--- config.mk ---
export PLATFORM = sky130hd
export DESIGN_NAME = imem_loader
export DESIGN_NICKNAME = d
export VERILOG_FILES = /design/src/rtl/imem_loader.sv
export SDC_FILE = /design/constraint.sdc
export NUM_CORES = 1
export LEC_CHECK = 0
export CAP_MARGIN = 20
export CORE_ASPECT_RATIO = 0.6
export CORE_MARGIN = 1
export CORE_UTILIZATION = 40
export DETAILED_ROUTE_END_ITERATION = 10
export MAX_ROUTING_LAYER = met4
export SLEW_MARGIN = 5
export SYNTH_ARGS = -nofsm -noshare
export SYNTH_HDL_FRONTEND = slang
export SYNTH_SLANG_ARGS = --single-unit
--- constraint.sdc ---
create_clock -name clk -period 2.9 [get_ports clk]
set_input_delay 0.58 -clock clk [delete_from_list [all_inputs] [get_ports clk]]
set_output_delay 0.58 -clock clk [all_outputs]
set_load 0.01 [all_outputs]
--- src/rtl/imem_loader.sv ---
// imem_loader: byte-stream program loader for the instruction memory.
// It takes a framed stream (LEN_HI, LEN_LO, N big-endian words, optional CHK byte)
// and writes the words through the memory write port. The CPU is held in reset
// until a load completes successfully.
// Optional feature macro: IMEM_LOADER_CHECKSUM_EN adds the trailing XOR checksum
// byte and the CHECK state.
module imem_loader #(
  parameter int DEPTH = 64,
  parameter int AW    = 16
) (
  input  logic          clk,
  input  logic          reset,
  input  logic          start,
  input  logic          byte_valid,
  input  logic [7:0]    byte_data,
  output logic          byte_ready,
  output logic          wr_en,
  output logic [AW-1:0] wr_addr,
  output logic [15:0]   wr_data,
  output logic          cpu_hold,
  output logic          done,
  output logic          error
);

`ifdef IMEM_LOADER_CHECKSUM_EN
  typedef enum logic [2:0] {
    IDLE, LEN_HI, LEN_LO, DATA_HI, DATA_LO, CHECK, DONE, ERROR
  } state_t;
  localparam state_t FRAME_END = CHECK;
`else
  typedef enum logic [2:0] {
    IDLE, LEN_HI, LEN_LO, DATA_HI, DATA_LO, DONE, ERROR
  } state_t;
  localparam state_t FRAME_END = DONE;
`endif

  localparam logic [15:0] DEPTH_LIM = 16'(DEPTH);

  state_t        state;
  state_t        state_next;
  logic [7:0]    len_hi;
  logic [15:0]   len;
  logic [AW-1:0] idx;
  logic [7:0]    hi_byte;
  logic          xfer;
  logic          restart;
  logic [15:0]   len_word;
  logic          last_word;

  assign xfer      = byte_valid && byte_ready;
  assign restart   = start && (state == IDLE || state == DONE || state == ERROR);
  assign len_word  = {len_hi, byte_data};
  assign last_word = (32'(idx) + 32'd1) == 32'(len);

`ifdef IMEM_LOADER_CHECKSUM_EN
  logic [7:0] chk;

  // Running XOR of every frame byte up to the last data byte; cleared on a new load.
  always_ff @(posedge clk) begin
    if (reset) begin
      chk <= 8'h00;
    end else if (restart) begin
      chk <= 8'h00;
    end else if (xfer && state != CHECK) begin
      chk <= chk ^ byte_data;
    end
  end
`endif

  // State register; reset always wins over a same-cycle start.
  always_ff @(posedge clk) begin
    if (reset) begin
      state <= IDLE;
    end else begin
      state <= state_next;
    end
  end

  // Next-state decode: advance one step per accepted byte, start only from a resting state.
  always_comb begin
    state_next = state;
    case (state)
      IDLE, DONE, ERROR: begin
        if (start) state_next = LEN_HI;
      end
      LEN_HI: begin
        if (xfer) state_next = LEN_LO;
      end
      LEN_LO: begin
        if (xfer) begin
          if (len_word > DEPTH_LIM)   state_next = ERROR;
          else if (len_word == 16'd0) state_next = FRAME_END;
          else                        state_next = DATA_HI;
        end
      end
      DATA_HI: begin
        if (xfer) state_next = DATA_LO;
      end
      DATA_LO: begin
        if (xfer) state_next = last_word ? FRAME_END : DATA_HI;
      end
`ifdef IMEM_LOADER_CHECKSUM_EN
      CHECK: begin
        if (xfer) state_next = (byte_data == chk) ? DONE : ERROR;
      end
`endif
      default: state_next = IDLE;
    endcase
  end

  // Frame datapath: latch length and high bytes, issue one registered write per word.
  always_ff @(posedge clk) begin
    if (reset) begin
      len_hi  <= 8'h00;
      len     <= 16'h0000;
      idx     <= '0;
      hi_byte <= 8'h00;
      wr_en   <= 1'b0;
      wr_addr <= '0;
      wr_data <= 16'h0000;
    end else begin
      wr_en <= 1'b0;
      if (restart) begin
        idx <= '0;
      end
      if (xfer) begin
        case (state)
          LEN_HI:  len_hi  <= byte_data;
          LEN_LO:  len     <= len_word;
          DATA_HI: hi_byte <= byte_data;
          DATA_LO: begin
            wr_en   <= 1'b1;
            wr_addr <= idx;
            wr_data <= {hi_byte, byte_data};
            idx     <= idx + AW'(1);
          end
          default: ;
        endcase
      end
    end
  end

  // Status outputs decoded purely from state; done/error persist until the next start.
  always_comb begin
    byte_ready = 1'b0;
    case (state)
      LEN_HI, LEN_LO, DATA_HI, DATA_LO: byte_ready = 1'b1;
`ifdef IMEM_LOADER_CHECKSUM_EN
      CHECK: byte_ready = 1'b1;
`endif
      default: byte_ready = 1'b0;
    endcase
    cpu_hold = (state != DONE);
    done     = (state == DONE);
    error    = (state == ERROR);
  end

endmodule

==> results of run 1 <==
[per-stage QoR]
stage,instance area [µm²],setup WS [ns],instances
2_1_floorplan,3800,0.835,492
3_3_place_gp,4400,0.460,650
3_5_place_dp,4400,0.402,650
4_1_cts,4690,0.425,666
5_1_grt,4690,0.157,666
6_report,4690,0.376,666
[cells in the mapped netlist (all sizes together) (2+ instances only)]
master / instances / share of area
clkbuf: 28 / 0.028
and3: 3 / 0.0049
a2111oi: 2 / 0.0063
a31oi: 3 / 0.0049
o21ai: 24 / 0.032
mux2: 2 / 0.0059
o31ai: 3 / 0.0059
a211oi: 2 / 0.0040
xor2: 8 / 0.018
nor4: 7 / 0.021
dfxtp: 84 / 0.44
xnor2: 13 / 0.030
or3: 2 / 0.0033
nor2b: 3 / 0.0049
nand2b: 4 / 0.0066
and2: 3 / 0.0049
nand3: 13 / 0.020
o21bai: 3 / 0.0059
mux2i: 5 / 0.013
nand2: 145 / 0.14
nand4: 5 / 0.014
and4: 2 / 0.0046
o31a: 2 / 0.0046
nor3: 7 / 0.011
nor2: 19 / 0.019
buf: 5 / 0.0066
a21oi: 75 / 0.099
inv: 8 / 0.0079
[layout by cell type, fill, tap and decap left out, types with 5 or more instances in the layout]
cell type	Yosys	final
nand2_1	145	145
dfxtp_1	84	84
a21oi_1	75	75
clkdlybuf4s50_1	0	47
nor2_1	19	19
o21ai_0	19	19
xnor2_1	13	13
buf_4	0	13
nand3_1	12	12
clkbuf_16	0	9
xor2_1	8	8
inv_1	7	7
nor3_1	6	6
mux2i_1	5	5
o21ai_1	5	5
[metal layers]
metal / GRT usage / up-vias
met3: 0.0738 / 16
met5: - / -
met1: 0.332 / 1599
met4: 0.0635 / 0
met2: 0.286 / 101
li1: - / 1750
[state kept, by name, indices dropped and copies added (netlist names)]
name     cells
idx         16
len         16
wr_addr     16
wr_data     16
hi_byte      8
len_hi       8
state        3
wr_en        1
[logic make-up after synthesis]
kind of cell / after synthesis / share of synthesized area
multiplexers: 7 / 0.0191
AND/OR/NAND/NOR: 216 / 0.264
XOR/XNOR: 21 / 0.0485
flip-flops: 84 / 0.443
AO/OA/AOI/OAI: 122 / 0.180
adder cells (fa/ha/maj): 1 / 0.00330
buffers and inverters: 41 / 0.0425
[worst register-to-register path, delay by kind of cell, from the launching register on]
family / cells / cell delay (ns)
DFF: 1 / 0.47
adders and majority gates: 1 / 0.28
xor gates and xnor gates: 1 / 0.16
AOI/OAI and AO/OA: 1 / 0.30
and+or+nand+nor: 4 / 1.21
[final cells by class]
cell class | count | share of cell area
multi-input cells | 367 | 0.416
inverters | 8 | 0.00640
clock inverters | 4 | 0.00480
flip-flops and latches | 84 | 0.359
repair buffers | 61 | 0.122
clock buffers | 12 | 0.0568
well taps | 130 | 0.0347
[power groups by stage]
stage / sequential (mW) / combinational [mW] / clock, mW
2_1_floorplan: 1.25 / 0.327 / 0
6_report: 1.27 / 0.468 / 1.11
3_5_place_dp: 1.29 / 0.460 / 0
5_1_grt: 1.28 / 0.513 / 1.18
3_3_place_gp: 1.29 / 0.453 / 0
4_1_cts: 1.27 / 0.462 / 1.13
[worst max-delay path by stage]
stage / from / endpoint / slack [ns]
global route: idx[0]$_SDFF_PP0_ / state[1]$_SDFFE_PP0P_ / 0.16
detailed placement: byte_data[3] / state[1]$_SDFFE_PP0P_ / 0.40
floorplan: idx[1]$_SDFF_PP0_ / state[1]$_SDFFE_PP0P_ / 0.84
finish: idx[0]$_SDFF_PP0_ / state[1]$_SDFFE_PP0P_ / 0.38
global placement: byte_data[3] / state[1]$_SDFFE_PP0P_ / 0.46
CTS: state[0]$_SDFFE_PP0P_ / done / 0.43
==> metrics, run 1 <==
run status finished, final reports clean; final hold violations 0; DR WL met2 slightly below 4 mm; P_int 2.03 mW; met1 WL 5.40 mm; I/O pins 49; Post-Syn Instances about 490; WL met3 between 700 and 800 µm; crit start category flip-flop; DRT antenna net count 0; Residual DRC 0; largest net degree at the start of global routing 24; PostCTS Resize Cnt 0; Clk pin slew, worst setup/hold paths 0.06 ns; Worst Path Class, Setup flip-flop to flip-flop; Post-synth EDFFs 0; Port Buf Inserts 48; Peak supply drop roughly 0.34 mV; routed wire length per instance between 15 and 20 µm; Die Ht 77.5 µm; synthesis-to-layout area growth 23.5%; layout cells sized above 1 0.0784; P per Cell Area 608 mW/mm²; total track usage 0.226; post-synthesis sequential area ratio 0.443; Crit path required time 3.13 ns; initial antenna violation count 0; RR Endpoint state[1]$_SDFFE_PP0P_; CTS tree done; synthesis warning total 0; Routed Wire Length 10.2 mm; Max Freq 396 MHz; highest routed layer met4; synthesized area 0.00380 mm²; Ant. Diodes 0; vias in the first global route 3165; Tcrit/Tclk final 0.870; postcts setup bufs 0; starting density of the core 0.413; CP top delay family simple AND/OR/NAND/NOR gates; hold path depth 2; # fillers 930; syn avg cell area between 7 and 8 µm²; register share of total power 0.446; CP max FO 8; net switching power approximately 800 µW; NumNets Final ~540; synthesis-stage register bit count 84; Vias/cell between 5 and 6; Finished Core Util 0.510; CP arrival 2.76 ns; Setup TNS Final 0 ns; CP max-delay cell dfxtp_1; maximum clock path buffer count 2; Sw Ratio 0.287; RSZ-0062 raised after global routing false; first-pass GRT wire length 16.6 mm; multi-input logic area about 0.0020 mm²; crit path time final approximately 2.5 ns; hold_sp wr_data[5]$_SDFFE_PP0P_; H-tree levels 3; row cnt 27; Final Power 2.85 mW; core area ~0.0092 mm²; P_leak 1.60 nW; Hold/Removal Path Class flip-flop to flip-flop; maxcap violations 0; Hold Path Sink wr_data[5]$_SDFFE_PP0P_; Async SR Flop Fraction 0; hold buffers post-CTS 0; r2r worst-path depth 7; Slew @ Worst Pin 0.606 ns; worst path cell trace ha_1 -> nand3_1 -> nor4_2 -> xnor2_1 -> nor4_1 -> nand4_1 -> o31a_1; clock latency on the worst-skew pair 0.34 ns; Root Buffer clkbuf_16; starting DRC count in detailed routing 296; Post-Syn Nets about 510; combinational power share 0.164; total gr overflow 0; Pre-antenna DRT Iters 6; Unique masters post-synth 51; r2r setup slk 0.38 ns; Setup-failing EPs final 0; CTS Buf Count 9; r2r startpoint idx[0]$_SDFF_PP0_; FF+latch area 0.00168 mm²; Die ar. between 0.009 and 0.01 mm²; Sink Count 84; Final Skew 0.00590 ns; Buffers & Inverters on Critical Path 0; Die Wd 128 µm; tightest hold margin 0.451 ns; ys flop type dfxtp_1; Final Max Tran Viols 0; Largest stage delay, worst path 0.47 ns; clock power share 0.390; WP depth 7; RePlAce Congestion 0.901; DP HPWL 7.46 mm; vias 3466; crit end category flip-flop; worst rel slew slack 0.595
(Power assumes the default switching activity.)
==> inputs of run 2 (changes only) <==
- CAP_MARGIN: 20 -> 0
- CORE_UTILIZATION: 40 -> 55
- PLACE_DENSITY: unset -> 0.79
==> metrics, run 2 (same netlist as run 1, synthesis figures left out) <==
run status finished, final reports clean (unchanged); Finished Core Util 0.698 (was 0.510); Hold/Removal Path Class flip-flop to flip-flop (unchanged); Tcrit/Tclk final 0.882 (was 0.870); Pre-antenna DRT Iters 5 (was 6); vias 3538 (was 3466); CTS Buf Count 9 (unchanged); Port Buf Inserts 48 (unchanged); r2r setup slk 0.34 ns (was 0.38 ns); maxcap violations 0 (unchanged); crit end category flip-flop (unchanged); synthesis-to-layout area growth 22.7% (was 23.5%); Die ar. 0.00725 mm² (was 0.00990 mm²); commonest non-fill, non-tap cell in the layout nand2_1 (unchanged); crit path time final 2.56 ns (was 2.52 ns); P_leak 1.60 nW (about the same); Clk pin slew, worst setup/hold paths 0.07 ns (was 0.06 ns); Slew @ Worst Pin 0.650 ns (was 0.606 ns); RePlAce Congestion 0.915 (was 0.901); P_int 2.16 mW (was 2.03 mW); total gr overflow 0 (unchanged); Sw Ratio 0.273 (was 0.287); starting density of the core 0.569 (was 0.413); PostCTS Resize Cnt 0 (unchanged); post-route cell area 0.00466 mm² (was 0.00469 mm²); Final Power 2.98 mW (was 2.85 mW); Ant. Diodes 0 (unchanged); worst rel slew slack 0.565 (was 0.595); core area 0.00668 mm² (was 0.00919 mm²); CP arrival 2.79 ns (was 2.76 ns); crit path from idx[0]$_SDFF_PP0_ (unchanged); Vias/cell 5.71 (was 5.20); Routed Wire Length 9.50 mm (was 10.2 mm); CTS tree done (unchanged); Final Max Tran Viols 0 (unchanged); Sink Count 84 (unchanged); clock latency on the worst-skew pair 0.34 ns (about the same); DP HPWL 6.84 mm (was 7.46 mm); tightest hold margin 0.453 ns (was 0.451 ns); Peak supply drop 0.502 mV (was 0.341 mV); most frequent cells in the layout 145 x nand2_1, 84 x dfxtp_1, 75 x a21oi_1 (unchanged); vias in the first global route 3081 (was 3165); DRT antenna net count 0 (unchanged); Crit path required time 3.13 ns (about the same); postcts setup bufs 0 (unchanged); Worst Path Class, Setup flip-flop to flip-flop (unchanged); clock power share 0.421 (was 0.390); Final Skew 0.00701 ns (was 0.00590 ns); Setup TNS Final 0 ns (unchanged); CP max FO 8 (unchanged); Root Buffer clkbuf_16 (unchanged); starting DRC count in detailed routing 270 (was 296); Residual DRC 0 (unchanged); final hold violations 0 (unchanged); Setup-failing EPs final 0 (unchanged); Die Wd 109 µm (was 128 µm); routed wire length per instance 15.3 µm (about the same); post-placement cell area 0.00433 mm² (was 0.00440 mm²); critical path capture point state[1]$_SDFFE_PP0P_ (unchanged); Worst Slack Setup Final 0.343 ns (was 0.376 ns); NumNets Final 542 (was 544); I/O pins 49 (unchanged); Final Non-Filler Cells 620 (was 666); Die Ht 66.4 µm (was 77.5 µm); H-tree levels 3 (unchanged); RSZ-0062 raised after global routing false (unchanged); hold buffers post-CTS 0 (unchanged); combinational power share 0.152 (was 0.164); register share of total power 0.427 (was 0.446); DP Cell Count 605 (was 650); r2r startpoint idx[0]$_SDFF_PP0_ (unchanged); P per Cell Area 640 mW/mm² (was 608 mW/mm²); pre-CTS WS 0.410 ns (was 0.402 ns); initial antenna violation count 0 (unchanged); layout cells sized above 1 0.0732 (was 0.0784); maximum clock path buffer count 2 (unchanged); first-pass GRT wire length 15.5 mm (was 16.6 mm); RR Endpoint state[1]$_SDFFE_PP0P_ (unchanged); crit start category flip-flop (unchanged); r2r worst-path depth 7 (unchanged); net switching power 814 µW (was 819 µW); row cnt 23 (was 27); largest net degree at the start of global routing 51 (was 24); Max Freq 391 MHz (was 396 MHz); total track usage 0.293 (was 0.226)
==> run 2: power by group through the flow <==
stage / registers [mW] / clock network [mW] / logic [mW]
after floorplan: 1.25 / 0 / 0.327
after global placement: 1.29 / 0 / 0.445
after detailed placement: 1.29 / 0 / 0.448
after CTS: 1.27 / 1.26 / 0.451
after global routing: 1.28 / 1.32 / 0.502
final: 1.27 / 1.25 / 0.453
==> run 2: worst min-delay path by stage <==
stage	startpoint	to	slack [ns]	cells past startpoint
after floorplan	hi_byte[2]$_SDFFE_PP0P_	wr_data[10]$_SDFFE_PP0P_	0.43	2
after global placement	hi_byte[7]$_SDFFE_PP0P_	wr_data[15]$_SDFFE_PP0P_	0.44	2
after detailed placement	wr_addr[7]$_SDFFE_PP0P_	wr_addr[7]$_SDFFE_PP0P_	0.45	2
after CTS	wr_addr[15]$_SDFFE_PP0P_	wr_addr[15]$_SDFFE_PP0P_	0.46	2
after global routing	wr_addr[13]$_SDFFE_PP0P_	wr_addr[13]$_SDFFE_PP0P_	0.47	2
final	wr_data[0]$_SDFFE_PP0P_	wr_data[0]$_SDFFE_PP0P_	0.45	2
==> run 2: final cells by class <==
class | instances | area, µm²
fill | 556 | 2020
timing repair buffer | 59 | 558
clock buffer | 10 | 239
clock inverter | 5 | 86.3
tap | 87 | 109
multi-input combinational | 367 | 1950
sequential | 84 | 1680
inverter | 8 | 30.0
==> run 2: worst max-delay path, cell delays in order, from the launching register on <==
cell     delay (ns)
dfxtp_1        0.48
ha_1           0.30
nand3_1        0.33
nor4_4         0.39
mux2i_1        0.14
nor4b_1        0.32
nand4_1        0.17
o31a_1         0.30
==> run 2: metal layers <==
metal	vias to the layer above	part of all wire	wire, µm	global-route usage
met2	120	0.42	3960	0.395
met3	11	0.076	725	0.0798
met4	0	0.0094	89	0.0833
met5	-	0	0	-
met1	1659	0.50	4720	0.420
li1	1748	-	-	-
==> inputs of run 3 (changes only) <==
--- a/config.mk
+++ b/config.mk
@@ -7,2 +7,3 @@
 export LEC_CHECK = 0
+export ABC_AREA = 1
 export CAP_MARGIN = 0
@@ -13,3 +14,3 @@
 export MAX_ROUTING_LAYER = met4
-export PLACE_DENSITY = 0.79
+export PLACE_DENSITY = 0.8
 export SLEW_MARGIN = 5
--- a/constraint.sdc
+++ b/constraint.sdc
@@ -3,2 +3,2 @@
 set_output_delay 0.58 -clock clk [all_outputs]
-set_load 0.01 [all_outputs]
+set_load 0.05 [all_outputs]
==> metrics, run 3 <==
run status finished, final reports clean (unchanged); Die Wd 109 µm (about the same); Largest stage delay, worst path 0.70 ns (was 0.48 ns); Sink Count 84 (unchanged); synthesis-to-layout area growth 22.3% (was 22.7%); P per Cell Area 694 mW/mm² (was 640 mW/mm²); Vias/cell 5.88 (was 5.71); synth cell count leaders 105 x nand2_1, 84 x dfxtp_1, 67 x nand3_1 (was 145 x nand2_1, 84 x dfxtp_1, 75 x a21oi_1); cell mode on critical path inv_1; hold buffers post-CTS 0 (unchanged); synthesized area 0.00375 mm² (was 0.00380 mm²); NumNets Final 574 (was 542); post-synthesis sequential area ratio 0.448 (was 0.443); top cells by area, synth dfxtp_1 45%, nand2_1 11%, nand3_1 8.9% (was dfxtp_1 44%, nand2_1 14%, a21oi_1 9.9%); vias in the first global route 3480 (was 3081); DP HPWL 7.62 mm (was 6.84 mm); area leader, netlist dfxtp_1 (unchanged); Tcrit/Tclk final 0.946 (was 0.882); post-placement cell area 0.00429 mm² (was 0.00433 mm²); CTS Buf Count 9 (unchanged); count leader, synth nand2_1 (unchanged); crit end category output pin (was flip-flop); Async SR Flop Fraction 0 (unchanged); Clk pin slew, worst setup/hold paths 0.06 ns (was 0.07 ns); CP arrival 2.16 ns (was 2.79 ns); largest net degree at the start of global routing 53 (was 51); maxcap violations 0 (unchanged); PostCTS Resize Cnt 0 (unchanged); most frequent cells in the layout 105 x nand2_1, 84 x dfxtp_1, 67 x nand3_1 (was 145 x nand2_1, 84 x dfxtp_1, 75 x a21oi_1); Ant. Diodes 0 (unchanged); Post-Syn Nets 529 (was 505); initial antenna violation count 0 (unchanged); Final Max Tran Viols 0 (unchanged); hold path depth 2 (unchanged); Post-synth EDFFs 0 (unchanged); Routed Wire Length 10.7 mm (was 9.50 mm); Root Buffer clkbuf_16 (unchanged); starting DRC count in detailed routing 377 (was 270); commonest non-fill, non-tap cell in the layout nand2_1 (unchanged); Hold/Removal Path Class flip-flop to flip-flop (unchanged); RePlAce Congestion 1.01 (was 0.915); DRT antenna net count 0 (unchanged); Setup TNS Final 0 ns (unchanged); Peak supply drop 0.707 mV (was 0.502 mV); total track usage 0.331 (was 0.293); H-tree levels 3 (unchanged); r2r worst-path depth 14 (was 7); starting density of the core 0.592 (was 0.569); Crit path required time 2.32 ns (was 3.13 ns); Die Ht 66.0 µm (was 66.4 µm); Pre-antenna DRT Iters 5 (unchanged); CP max-delay cell clkdlybuf4s50_1 (was dfxtp_1); ys flop type dfxtp_1 (unchanged); core area 0.00633 mm² (was 0.00668 mm²); Die ar. 0.00716 mm² (was 0.00725 mm²); CTS tree done (unchanged); crit start category flip-flop (unchanged); Worst Path Class, Setup flip-flop to output pin (was flip-flop to flip-flop); Unique masters post-synth 31 (was 51); RSZ-0062 raised after global routing false (unchanged); I/O pins 49 (unchanged); vias 3810 (was 3538); Synth top area share 0.448 (was 0.443); crit path time final 2.74 ns (was 2.56 ns); worst path cell trace inv_1 -> nand2_1 -> inv_1 -> nor3_1 -> inv_1 -> clkdlybuf4s50_1 (was ha_1 -> nand3_1 -> nor4_4 -> mux2i_1 -> nor4b_1 -> nand4_1 -> o31a_1); post-route cell area 0.00458 mm² (was 0.00466 mm²); # fillers 513 (was 556); first-pass GRT wire length 17.0 mm (was 15.5 mm); routed wire length per instance 16.4 µm (was 15.3 µm); worst rel slew slack 0.615 (was 0.565); Setup-failing EPs final 0 (unchanged); CP max FO 5 (was 8); synthesis warning total 0 (unchanged); synthesis-stage register bit count 84 (unchanged); Port Buf Inserts 48 (unchanged); Final Skew 0.00297 ns (was 0.00701 ns); P_leak 1.83 nW (was 1.60 nW); final hold violations 0 (unchanged); postcts setup bufs 0 (unchanged); layout cells sized above 1 0.0780 (was 0.0732); Slew @ Worst Pin 0.576 ns (was 0.650 ns); total gr overflow 0 (unchanged); Residual DRC 0 (unchanged); clock latency on the worst-skew pair 0.35 ns (was 0.34 ns); Post-Syn Instances 516 (was 492); syn avg cell area 7.27 µm² (was 7.72 µm²); maximum clock path buffer count 2 (unchanged); row cnt 22 (was 23); Max Freq 365 MHz (was 391 MHz)
## run 3: routing by layer
metal  track usage  vias up  routed length, µm
met5             -        -                  0
met2         0.450      185               4340
met4         0.125        0                206
met3         0.101       20               1120
li1              -     1819                  -
met1         0.456     1786               4990
## run 3: final timing paths
| check | from | endpoint | slack (ns) |
|---|---|---|---|
| worst max register to register | idx[0]$_SDFF_PP0_ | state[1]$_SDFFE_PP0P_ | 0.68 |
| worst max-delay path | state[2]$_SDFFE_PP0P_ | byte_ready | 0.16 |
| worst min register to register | hi_byte[3]$_SDFFE_PP0P_ | wr_data[11]$_SDFFE_PP0P_ | 0.45 |
| worst min-delay path | hi_byte[3]$_SDFFE_PP0P_ | wr_data[11]$_SDFFE_PP0P_ | 0.45 |
## run 3: cell type report
class                      count  area, µm²  share of cell area
multi-input combinational    354       1760               0.385
sequential                    84       1680               0.367
timing repair buffer          54        526               0.115
clock buffer                  12        256              0.0559
inverter                      58        218              0.0475
tap                           84        105              0.0229
clock inverter                 2       35.0             0.00764
## run 3: critical path: cells and delay by family, from the launching register on
family                 cells  cell delay (ns)
AND/OR/NAND/NOR            2             0.37
buffers and inverters      4             1.00
flip-flops                 1             0.44
## run 3: cell families after synthesis
kind of cell / Yosys count / share of synthesized area
AOI/OAI and AO/OA: 113 / 0.167
xor gates and xnor gates: 2 / 0.00467
adders and majority gates: 1 / 0.00334
buffers and inverters: 78 / 0.0814
DFF: 84 / 0.448
and+or+nand+nor: 238 / 0.295
## run 3: stage by stage
| stage | hold slack, ns | worst slack, ns | total power [mW] | utilization | std cells |
|---|---|---|---|---|---|
| 5_1_grt | 0.467 | 0.000842 | 3.31 | 0.724 | 648 |
| 2_1_floorplan | 0.414 | 0.527 | 1.83 | - | 516 |
| 3_5_place_dp | 0.433 | 0.560 | 2.03 | 0.678 | 634 |
| 6_report | 0.450 | 0.157 | 3.18 | 0.724 | 648 |
| 3_3_place_gp | 0.429 | 0.645 | 2.01 | 0.678 | 634 |
| 4_1_cts | 0.449 | 0.165 | 3.16 | 0.724 | 648 |
## run 3: report_power, final
group          switching, mW  total (mW)  internal (mW)  leakage (nW)
registers             0.0769        1.33           1.25         0.678
logic                  0.485       0.705          0.219          1.01
clock network          0.445        1.15          0.703         0.145
